[src/rtl/apb_pkg.sv]
// Shared types and helpers for the APB completer register file.
// Holds the FSM state encoding, lane constants and the reset-pattern generator.
package apb_pkg;

  typedef enum logic {
    IDLE   = 1'b0,
    ACCESS = 1'b1
  } state_e;

  localparam int STRB_WIDTH = 32 / 8;
  localparam int ADDR_LSB   = 2;

  // Reset content of word idx: slave ID in the top byte, word index below.
  function automatic logic [31:0] init_word(input logic [7:0] slave_id,
                                            input int unsigned idx);
    logic [31:0] idx_w;
    idx_w = 32'(idx);
    return {slave_id, idx_w[23:0]};
  endfunction

endpackage

[src/rtl/apb_regfile_array.sv]
// Word array with per-byte write enables and a combinational read port.
// Synchronous reset reloads every word with its ID/index pattern.
module apb_regfile_array
  import apb_pkg::*;
#(
  parameter int MEM_DEPTH  = 16,
  parameter int SLAVE_ID   = 0,
  parameter int DATA_WIDTH = 32,
  parameter int IDX_W      = $clog2(MEM_DEPTH)
) (
  input  logic                  clk_i,
  input  logic                  rst_i,
  input  logic                  we_i,
  input  logic [IDX_W-1:0]      widx_i,
  input  logic [STRB_WIDTH-1:0] wstrb_i,
  input  logic [DATA_WIDTH-1:0] wdata_i,
  input  logic [IDX_W-1:0]      ridx_i,
  output logic [DATA_WIDTH-1:0] rdata_o
);

  localparam logic [7:0] ID8 = 8'(SLAVE_ID);

  logic [DATA_WIDTH-1:0] mem_q [MEM_DEPTH];

  always_ff @(posedge clk_i) begin
    if (rst_i) begin
      for (int i = 0; i < MEM_DEPTH; i++) begin
        mem_q[i] <= init_word(ID8, i);
      end
    end else if (we_i) begin
      for (int b = 0; b < STRB_WIDTH; b++) begin
        if (wstrb_i[b]) begin
          mem_q[widx_i][8*b +: 8] <= wdata_i[8*b +: 8];
        end
      end
    end
  end

  assign rdata_o = mem_q[ridx_i];

endmodule

[src/rtl/apb_completer_regfile.sv]
// APB4 completer in front of a small register file, with programmable
// wait states and PSLVERR on misaligned, below-base or out-of-range addresses.
module apb_completer_regfile
  import apb_pkg::*;
#(
  parameter int                    ADDR_WIDTH  = 32,
  parameter int                    DATA_WIDTH  = 32,
  parameter int                    MEM_DEPTH   = 16,
  parameter int                    WAIT_STATES = 0,
  parameter int                    SLAVE_ID    = 0,
  parameter logic [ADDR_WIDTH-1:0] BASE_ADDR   = '0
) (
  input  logic                  pclk,
  input  logic                  preset,
  input  logic                  psel,
  input  logic                  penable,
  input  logic                  pwrite,
  input  logic [ADDR_WIDTH-1:0] paddr,
  input  logic [DATA_WIDTH-1:0] pwdata,
  input  logic [STRB_WIDTH-1:0] pstrb,
  output logic                  pready,
  output logic [DATA_WIDTH-1:0] prdata,
  output logic                  pslverr,
  output state_e                state_o
);

  localparam int                  IDX_W = $clog2(MEM_DEPTH);
  localparam logic [ADDR_WIDTH:0] SPAN  = (ADDR_WIDTH+1)'(MEM_DEPTH * 4);
  localparam logic [3:0]          WS4   = 4'(WAIT_STATES);

  state_e                state_q, state_d;
  logic [3:0]            cnt_q, cnt_d;
  logic                  err_q, err_d;
  logic [DATA_WIDTH-1:0] rdata_q, rdata_d;
  logic                  pwrite_q, pwrite_d;
  logic [IDX_W-1:0]      idx_q, idx_d;
  logic [DATA_WIDTH-1:0] wdata_q, wdata_d;
  logic [STRB_WIDTH-1:0] strb_q, strb_d;

  logic [ADDR_WIDTH-1:0] offset;
  logic                  addr_err;
  logic [IDX_W-1:0]      ridx;
  logic [DATA_WIDTH-1:0] mem_rdata;
  logic                  we;
  logic                  done;

  // Decode is computed every cycle but only captured at the setup edge.
  assign offset   = paddr - BASE_ADDR;
  assign addr_err = ({1'b0, offset} >= SPAN) || (paddr[1:0] != 2'b00) || (paddr < BASE_ADDR);
  assign ridx     = offset[ADDR_LSB +: IDX_W];
  assign done     = (state_q == ACCESS) && (cnt_q == 4'd0);

  always_comb begin
    state_d  = state_q;
    cnt_d    = cnt_q;
    err_d    = err_q;
    rdata_d  = rdata_q;
    pwrite_d = pwrite_q;
    idx_d    = idx_q;
    wdata_d  = wdata_q;
    strb_d   = strb_q;
    we       = 1'b0;
    unique case (state_q)
      IDLE: begin
        // psel with penable already high in IDLE has no setup phase: ignore it.
        if (psel && !penable) begin
          state_d  = ACCESS;
          cnt_d    = WS4;
          err_d    = addr_err;
          rdata_d  = addr_err ? '0 : mem_rdata;
          pwrite_d = pwrite;
          idx_d    = ridx;
          wdata_d  = pwdata;
          strb_d   = pstrb;
        end
      end
      ACCESS: begin
        if (!psel) begin
          state_d = IDLE;
        end else if (penable) begin
          if (cnt_q != 4'd0) begin
            cnt_d = cnt_q - 4'd1;
          end else begin
            we      = pwrite_q && !err_q;
            state_d = IDLE;
          end
        end
      end
      default: state_d = IDLE;
    endcase
  end

  always_ff @(posedge pclk) begin
    if (preset) begin
      state_q  <= IDLE;
      cnt_q    <= '0;
      err_q    <= 1'b0;
      rdata_q  <= '0;
      pwrite_q <= 1'b0;
      idx_q    <= '0;
      wdata_q  <= '0;
      strb_q   <= '0;
    end else begin
      state_q  <= state_d;
      cnt_q    <= cnt_d;
      err_q    <= err_d;
      rdata_q  <= rdata_d;
      pwrite_q <= pwrite_d;
      idx_q    <= idx_d;
      wdata_q  <= wdata_d;
      strb_q   <= strb_d;
    end
  end

  apb_regfile_array #(
    .MEM_DEPTH  (MEM_DEPTH),
    .SLAVE_ID   (SLAVE_ID),
    .DATA_WIDTH (DATA_WIDTH),
    .IDX_W      (IDX_W)
  ) u_array (
    .clk_i   (pclk),
    .rst_i   (preset),
    .we_i    (we),
    .widx_i  (idx_q),
    .wstrb_i (strb_q),
    .wdata_i (wdata_q),
    .ridx_i  (ridx),
    .rdata_o (mem_rdata)
  );

  assign pready  = (state_q == IDLE) || (cnt_q == 4'd0);
  assign prdata  = (done && !pwrite_q && !err_q) ? rdata_q : '0;
  assign pslverr = done && err_q;
  assign state_o = state_q;

endmodule

[config.mk]
export PLATFORM = sky130hd
export DESIGN_NAME = apb_completer_regfile
export DESIGN_NICKNAME = d
export VERILOG_FILES = /design/src/rtl/apb_pkg.sv /design/src/rtl/apb_regfile_array.sv /design/src/rtl/apb_completer_regfile.sv
export SDC_FILE = /design/constraint.sdc
export NUM_CORES = 1
export LEC_CHECK = 0
export CAP_MARGIN = 20
export CORE_MARGIN = 8
export CORE_UTILIZATION = 60
export CTS_CLUSTER_SIZE = 24
export DETAILED_ROUTE_END_ITERATION = 8
export PLACE_DENSITY = 0.76
export SLEW_MARGIN = 10
export SYNTH_ARGS = -nofsm -noshare
export SYNTH_HDL_FRONTEND = slang
export SYNTH_SLANG_ARGS = --single-unit
[constraint.sdc]
create_clock -name pclk -period 5.4 [get_ports pclk]
set_input_delay 1.08 -clock pclk [delete_from_list [all_inputs] [get_ports pclk]]
set_output_delay 1.08 -clock pclk [all_outputs]
set_load 0.01 [all_outputs]
==> impl_metrics.env, run 1 <==
export IMPL_status="finished clean"
export IMPL_timing_final_crit_period_ns=4.08
export IMPL_finalSetupTns_ns=0
export IMPL_crit_path_start_kind="flip-flop"
export IMPL_numCtsBuffers=58
export IMPL_synth_fa_ha_area_share_pct=0.0454
export IMPL_p_clk_share_pct=41.5
export IMPL_ys_types=41
export IMPL_core_sq_mm=0.0454
export IMPL_synth_mux_area_share_pct=9.74
export IMPL_yosysTopAreaCell="edfxtp_1"
export IMPL_multi_input_area_sq_mm=0.00999
export IMPL_rsz0062_at_grt="false"
export IMPL_port_buffers=107
export IMPL_worstReg2RegEnd="u_array.mem_q[8][26]$_SDFFCE_PN0P_"
export IMPL_first_pass_iters=5
export IMPL_cap_viol_max_count=0
export IMPL_cts_sinks=591
export IMPL_timing_rr_start="cnt_q[0]$_SDFFE_PP0P_"
export IMPL_layout_drive_gt1_share_pct=15.1
export IMPL_cts_tree="yes"
export IMPL_yosys_area_top_type_share_pct=55.8
export IMPL_synth_area_sq_mm=0.0275
export IMPL_dpl_hpwl_microns=44400
export IMPL_max_freq_ghz=0.245
export IMPL_worstHoldPathCells=2
export IMPL_clkTransAtPathRegs_ns=0.06
export IMPL_netlist_top_cells_area="edfxtp_1 (56%), and2_1 (12%), mux2i_1 (5.8%)"
export IMPL_die_w_microns=230
export IMPL_synth_area_per_cell_sq_um=12.6
export IMPL_crit_slowest_cell="clkdlybuf4s50_1"
export IMPL_syn_num_nets=2252
export IMPL_drc=0
export IMPL_regToRegSetupSlack_ns=2.43
export IMPL_filler_cell_count=3245
export IMPL_synth_xor_area_share_pct=0.0318
export IMPL_postCtsSetupBuffers=0
export IMPL_ant_nets=0
export IMPL_hold_violations=0
export IMPL_cts_resized=0
export IMPL_async_flop_share_pct=0
export IMPL_finClkSkew_ns=0.0126
export IMPL_wl_microns=69000
export IMPL_synth_top_cells_by_count="and2_1 (514), edfxtp_1 (512), mux2i_1 (160)"
export IMPL_grt_max_degree=82
export IMPL_worst_ep_required_time_ns=4.32
export IMPL_vias_per_cell=5.96
export IMPL_synth_simple_gate_area_share_pct=20.0
export IMPL_drtIter0Drc=1776
export IMPL_clk_path_buf_depth=3
export IMPL_place_inst=2759
export IMPL_fin_cells=2869
export IMPL_timing_final_crit_share_pct=75.6
export IMPL_globalRoute_totalOverflow=0
export IMPL_path_cells="inv_1 > ha_1 > and4bb_2 > nor3b_2 > buf_4 > and2_1 > clkdlybuf4s50_1"
export IMPL_grtUsageTotal_pct=25.5
export IMPL_hold_buffers=0
export IMPL_clockRootBuffer="clkbuf_16"
export IMPL_critical_path_top_delay_family="buffers and inverters"
export IMPL_dieArea_sq_mm=0.0530
export IMPL_worst_setup_path_type="reg -> out"
export IMPL_p_comb_share_pct=5.9
export IMPL_grt_pass1_vias=17100
export IMPL_gp_congestion=0.840
export IMPL_start_util_pct=60.7
export IMPL_critPathArrivalTime_ns=3.00
export IMPL_synth_most_common_cell="and2_1"
export IMPL_worst_hold_path_endpoint="cnt_q[1]$_SDFFE_PP0P_"
export IMPL_antenna_found_initial=3
export IMPL_powerDensity_mw_per_mm2=320
export IMPL_power_leakage_nw=11.2
export IMPL_synth_edf_count=512
export IMPL_grt_first_pass_wirelength_microns=103000
export IMPL_die_height_microns=230
export IMPL_hold_path_class="reg -> reg"
export IMPL_relSlewSlack_pct=24.4
export IMPL_io_pin_count=108
export IMPL_r2r_cells=6
export IMPL_worst_pin_slew_ns=1.13
export IMPL_insertion_delay_ns=0.61
export IMPL_critPathBufInv=3
export IMPL_synth_top_family_by_area="simple AND/OR/NAND/NOR gates"
export IMPL_ir_worst_vdd_mv=0.241
export IMPL_synth_seq_area_share_pct=61.6
export IMPL_p_sw_share_pct=21.8
export IMPL_slew_violations=0
export IMPL_vias=17100
export IMPL_register_area_sq_mm=0.0170
export IMPL_hp_start="cnt_q[1]$_SDFFE_PP0P_"
export IMPL_ys_warnings_count=0
export IMPL_synth_seq_cells=591
export IMPL_seq_power_share_pct=52.6
export IMPL_netSwitchingPower_mw=2.16
export IMPL_synth_compound_area_share_pct=6.36
export IMPL_cp_end_kind="primary output"
export IMPL_fin_nets=2293
export IMPL_synthToLayoutAreaGrowth_pct=12.1
export IMPL_fp_row_count=78
export IMPL_cp_max_fo=22
export IMPL_wire_per_inst_microns=24.0
export IMPL_synth_ff_type="edfxtp_1"
export IMPL_crit_path_max_incr_delay_ns=0.56
export IMPL_setup_viol_count_final=0
export IMPL_htree_levels=2
export IMPL_power_internal_mw=7.73
export IMPL_synthCells=2178
[flip-flops by register name, summed over array words and instances, names as in the netlist]
register       count
idx_q              4
u_array.mem_q    512
pwrite_q           1
strb_q             4
cnt_q              4
wdata_q           32
err_q              1
state_o            1
rdata_q           32
[how the worst max path moves through the flow]
stage | start | endpoint | slack, ns | depth (start not counted)
floorplan | preset | u_array.mem_q[11][16]$_SDFFCE_PN0P_ | 2.67 | 7
CTS | cnt_q[0]$_SDFFE_PP0P_ | prdata[22] | 1.28 | 7
detailed placement | penable | u_array.mem_q[8][30]$_SDFFCE_PN0P_ | 1.31 | 5
finish | cnt_q[0]$_SDFFE_PP0P_ | prdata[22] | 1.32 | 7
global placement | penable | u_array.mem_q[15][30]$_SDFFCE_PN0P_ | 1.43 | 5
global route | cnt_q[0]$_SDFFE_PP0P_ | prdata[23] | 1.20 | 7
[power groups by stage]
stage | sequential, mW | combinational [mW] | clock, mW
after global routing | 5.21 | 0.623 | 4.31
after CTS | 5.20 | 0.581 | 4.14
final | 5.20 | 0.583 | 4.10
after floorplan | 5.21 | 0.407 | 0
after global placement | 5.29 | 0.564 | 0
after detailed placement | 5.29 | 0.578 | 0
[area by class of cell]
type                            instances  share of cell area (%)
Antenna cell                            1                 0.00811
Clock buffer                           81                    5.25
Clock inverter                         28                    1.02
Inverter                                3                  0.0365
Multi-Input combinational cell       1441                    32.4
Sequential cell                       591                    54.9
Tap cell                              600                    2.43
Timing Repair Buffer                  124                    3.96
[metrics by stage]
step	power [mW]	cell area [sq um]	hold WS, ns	worst slack, ns	util (%)
finish	9.89	30900	0.458	1.32	68.0
global route	10.1	30900	0.494	1.20	68.0
CTS	9.92	30900	0.463	1.28	68.0
detailed placement	5.87	28900	0.458	1.31	63.7
global placement	5.85	28900	0.451	1.43	63.7
floorplan	5.62	27500	0.437	2.67	-
[kinds of logic (layout without fill, tap and decap cells)]
group | after synthesis | in the layout
simple gates | 912 | 912
fa+ha+maj | 1 | 1
xor+xnor | 1 | 1
mux | 256 | 256
other cells | 0 | 1
buf+inv | 146 | 236
compound gates | 271 | 271
flops | 591 | 591
[cell usage in the layout, fill, tap and decap left out, types with 32 or more instances in the layout]
| cell | instances |
|---|---|
| and2_1 | 514 |
| edfxtp_1 | 512 |
| mux2i_1 | 160 |
| a21oi_1 | 139 |
| nand2_1 | 126 |
| clkdlybuf4s50_1 | 104 |
| mux2_2 | 96 |
| dfxtp_1 | 79 |
| or2_2 | 64 |
| o22ai_1 | 64 |
| clkbuf_16 | 59 |
| nor2_1 | 38 |
| or3_1 | 34 |
| and4b_1 | 33 |
| o21ai_0 | 33 |
| nand3b_1 | 32 |
[layer usage]
metal	track usage [%]	up-vias	part of all wire (%)	routed length, microns
met5	0	-	0.022	15
met4	11.1	2	4.4	3030
met3	4.43	172	7.6	5230
met2	42.8	702	48	33300
met1	32.3	8277	40	27400
li1	-	7951	-	-
[worst min-delay path: stages, from the launching register on]
cell and delay (ns):
dfxtp_1 0.31, nand2_1 0.05, a21oi_1 0.05
(Power assumes the default switching activity.)
==> inputs of run 2 (changes only) <==
==> constraint.sdc (replaced) <==
create_clock -name pclk -period 4 [get_ports pclk]
set_input_delay 0.8 -clock pclk [delete_from_list [all_inputs] [get_ports pclk]]
set_output_delay 0.8 -clock pclk [all_outputs]
set_load 0.01 [all_outputs]
==> impl_metrics.env, run 2 (synthesis results as in run 1) <==
export IMPL_cts_tree="yes"
export IMPL_multi_input_area_sq_mm=0.00999
export IMPL_worst_ep_required_time_ns=3.20
export IMPL_worstHoldPathCells=2
export IMPL_finalSetupTns_ns=0
export IMPL_regToRegSetupSlack_ns=1.39
export IMPL_setup_viol_count_final=0
export IMPL_gp_congestion=0.793
export IMPL_hold_violations=0
export IMPL_cts_resized=0
export IMPL_cap_viol_max_count=0
export IMPL_wire_per_inst_microns=23.5
export IMPL_finClkSkew_ns=0.0281
export IMPL_clk_path_buf_depth=3
export IMPL_globalRoute_totalOverflow=0
export IMPL_timing_final_crit_share_pct=93.7
export IMPL_max_freq_ghz=0.267
export IMPL_cp_max_fo=32
export IMPL_die_w_microns=230
export IMPL_grtUsageTotal_pct=25.1
export IMPL_timing_final_crit_period_ns=3.75
export IMPL_fp_row_count=78
export IMPL_layout_drive_gt1_share_pct=15.9
export IMPL_vias=17300
export IMPL_dieArea_sq_mm=0.0530
export IMPL_postLayoutCoreUtil_pct=68.5
export IMPL_rsz0062_at_grt="false"
export IMPL_postCtsSetupBuffers=0
export IMPL_hold_buffers=0
export IMPL_drtIter0Drc=1562
export IMPL_synthToLayoutAreaGrowth_pct=12.9
export IMPL_fin_nets=2312
export IMPL_powerDensity_mw_per_mm2=432
export IMPL_r2r_cells=4
export IMPL_ir_worst_vdd_mv=0.431
export IMPL_drc=0
export IMPL_final_cell_mix="and2_1 (514), edfxtp_1 (512), mux2i_1 (160), a21oi_1 (139), nand2_1 (126)"
export IMPL_htree_levels=2
export IMPL_hp_start="cnt_q[1]$_SDFFE_PP0P_"
export IMPL_numCtsBuffers=58
export IMPL_power_leakage_nw=11.3
export IMPL_port_buffers=107
export IMPL_vias_per_cell=6.00
export IMPL_cp_end_kind="primary output"
export IMPL_worst_pin_slew_ns=1.16
export IMPL_slew_violations=0
export IMPL_insertion_delay_ns=0.62
export IMPL_crit_path_start_kind="flip-flop"
export IMPL_core_sq_mm=0.0454
export IMPL_ant_nets=0
export IMPL_hold_path_class="reg -> reg"
export IMPL_worstReg2RegEnd="u_array.mem_q[14][20]$_SDFFCE_PN0P_"
export IMPL_relSlewSlack_pct=22.9
export IMPL_regMostFlops="u_array.mem_q"
export IMPL_largest_register_ffs=512
export IMPL_io_pin_count=108
export IMPL_timing_rr_start="idx_q[3]$_SDFFE_PP0P_"
export IMPL_grt_max_degree=69
export IMPL_worst_setup_path_type="reg -> out"
export IMPL_reg_top3="u_array.mem_q (512), rdata_q (32), wdata_q (32)"
export IMPL_grt_pass1_vias=17900
export IMPL_fin_area_sq_mm=0.0311
export IMPL_cts_sinks=591
export IMPL_place_area_sq_mm=0.0291
export IMPL_clockRootBuffer="clkbuf_16"
export IMPL_antenna_found_initial=2
export IMPL_filler_cell_count=3252
export IMPL_pre_cts_ws_ns=0.677
export IMPL_dpl_hpwl_microns=43700
export IMPL_clkTransAtPathRegs_ns=0.06
export IMPL_wl_microns=67900
export IMPL_status="finished clean"
export IMPL_critPathArrivalTime_ns=2.95
export IMPL_first_pass_iters=5
export IMPL_grt_first_pass_wirelength_microns=104000
export IMPL_layout_commonest_cell="and2_1"
export IMPL_die_height_microns=230
export IMPL_worst_hold_path_endpoint="cnt_q[1]$_SDFFE_PP0P_"
export IMPL_fin_ws_ns=0.252
export IMPL_start_util_pct=60.7
export IMPL_register_area_sq_mm=0.0170
==> run 2: cell count changes in the layout (fill, tap and decap cells not counted) <==
cell	change
buf_12	+5
buf_4	+14
bufinv_16	+1
clkbuf_1	-3
clkinv_2	+3
clkinvlp_4	-2
diode_2	+1
==> run 2: per-layer routing <==
metal / up-vias / global-route usage [%] / share of wire (%)
li1: 7969 / - / -
met1: 8641 / 31.6 / 41
met2: 570 / 43.3 / 50
met3: 139 / 4.28 / 6.2
met4: 0 / 9.46 / 3.3
met5: - / 0 / 0
==> run 2: power by group <==
| group | switching (mW) | internal (mW) | leakage, nW | total, mW |
|---|---|---|---|---|
| sequential | 0.147 | 6.86 | 5.83 | 7.00 |
| clock | 2.30 | 3.32 | 0.969 | 5.62 |
| combinational | 0.486 | 0.323 | 4.52 | 0.809 |
==> run 2: metrics by stage <==
stage	total power, mW	std cells	hold WS (ns)
2_1_floorplan	7.58	2178	0.437
3_3_place_gp	7.90	2778	0.450
3_5_place_dp	7.93	2778	0.467
4_1_cts	13.5	2886	0.477
5_1_grt	13.8	2888	0.506
6_report	13.4	2888	0.479
==> run 2: final cells by class <==
| class | count | share of cell area [%] |
|---|---|---|
| Antenna cell | 2 | 0.0161 |
| Clock buffer | 78 | 5.17 |
| Clock inverter | 30 | 1.11 |
| Inverter | 3 | 0.0362 |
| Multi-Input combinational cell | 1441 | 32.1 |
| Sequential cell | 591 | 54.5 |
| Tap cell | 600 | 2.41 |
| Timing Repair Buffer | 143 | 4.59 |
==> run 2: worst max path at each step <==
| stage | cells past startpoint | endpoint | start |
|---|---|---|---|
| global placement | 5 | rdata_q[16]$_SDFFE_PP0P_ | psel |
| global route | 7 | prdata[22] | cnt_q[0]$_SDFFE_PP0P_ |
| floorplan | 7 | u_array.mem_q[7][16]$_SDFFCE_PN0P_ | preset |
| CTS | 7 | prdata[22] | cnt_q[0]$_SDFFE_PP0P_ |
| finish | 7 | prdata[22] | cnt_q[0]$_SDFFE_PP0P_ |
| detailed placement | 5 | rdata_q[31]$_SDFFE_PP0P_ | psel |
==> run 2: worst max-delay path: stages, from the launching register on <==
cell             delay, ns
dfxtp_1               0.30
inv_1                 0.08
ha_1                  0.19
and4bb_2              0.32
nor3b_2               0.18
buf_4                 0.40
and2_1                0.27
clkdlybuf4s50_1       0.57
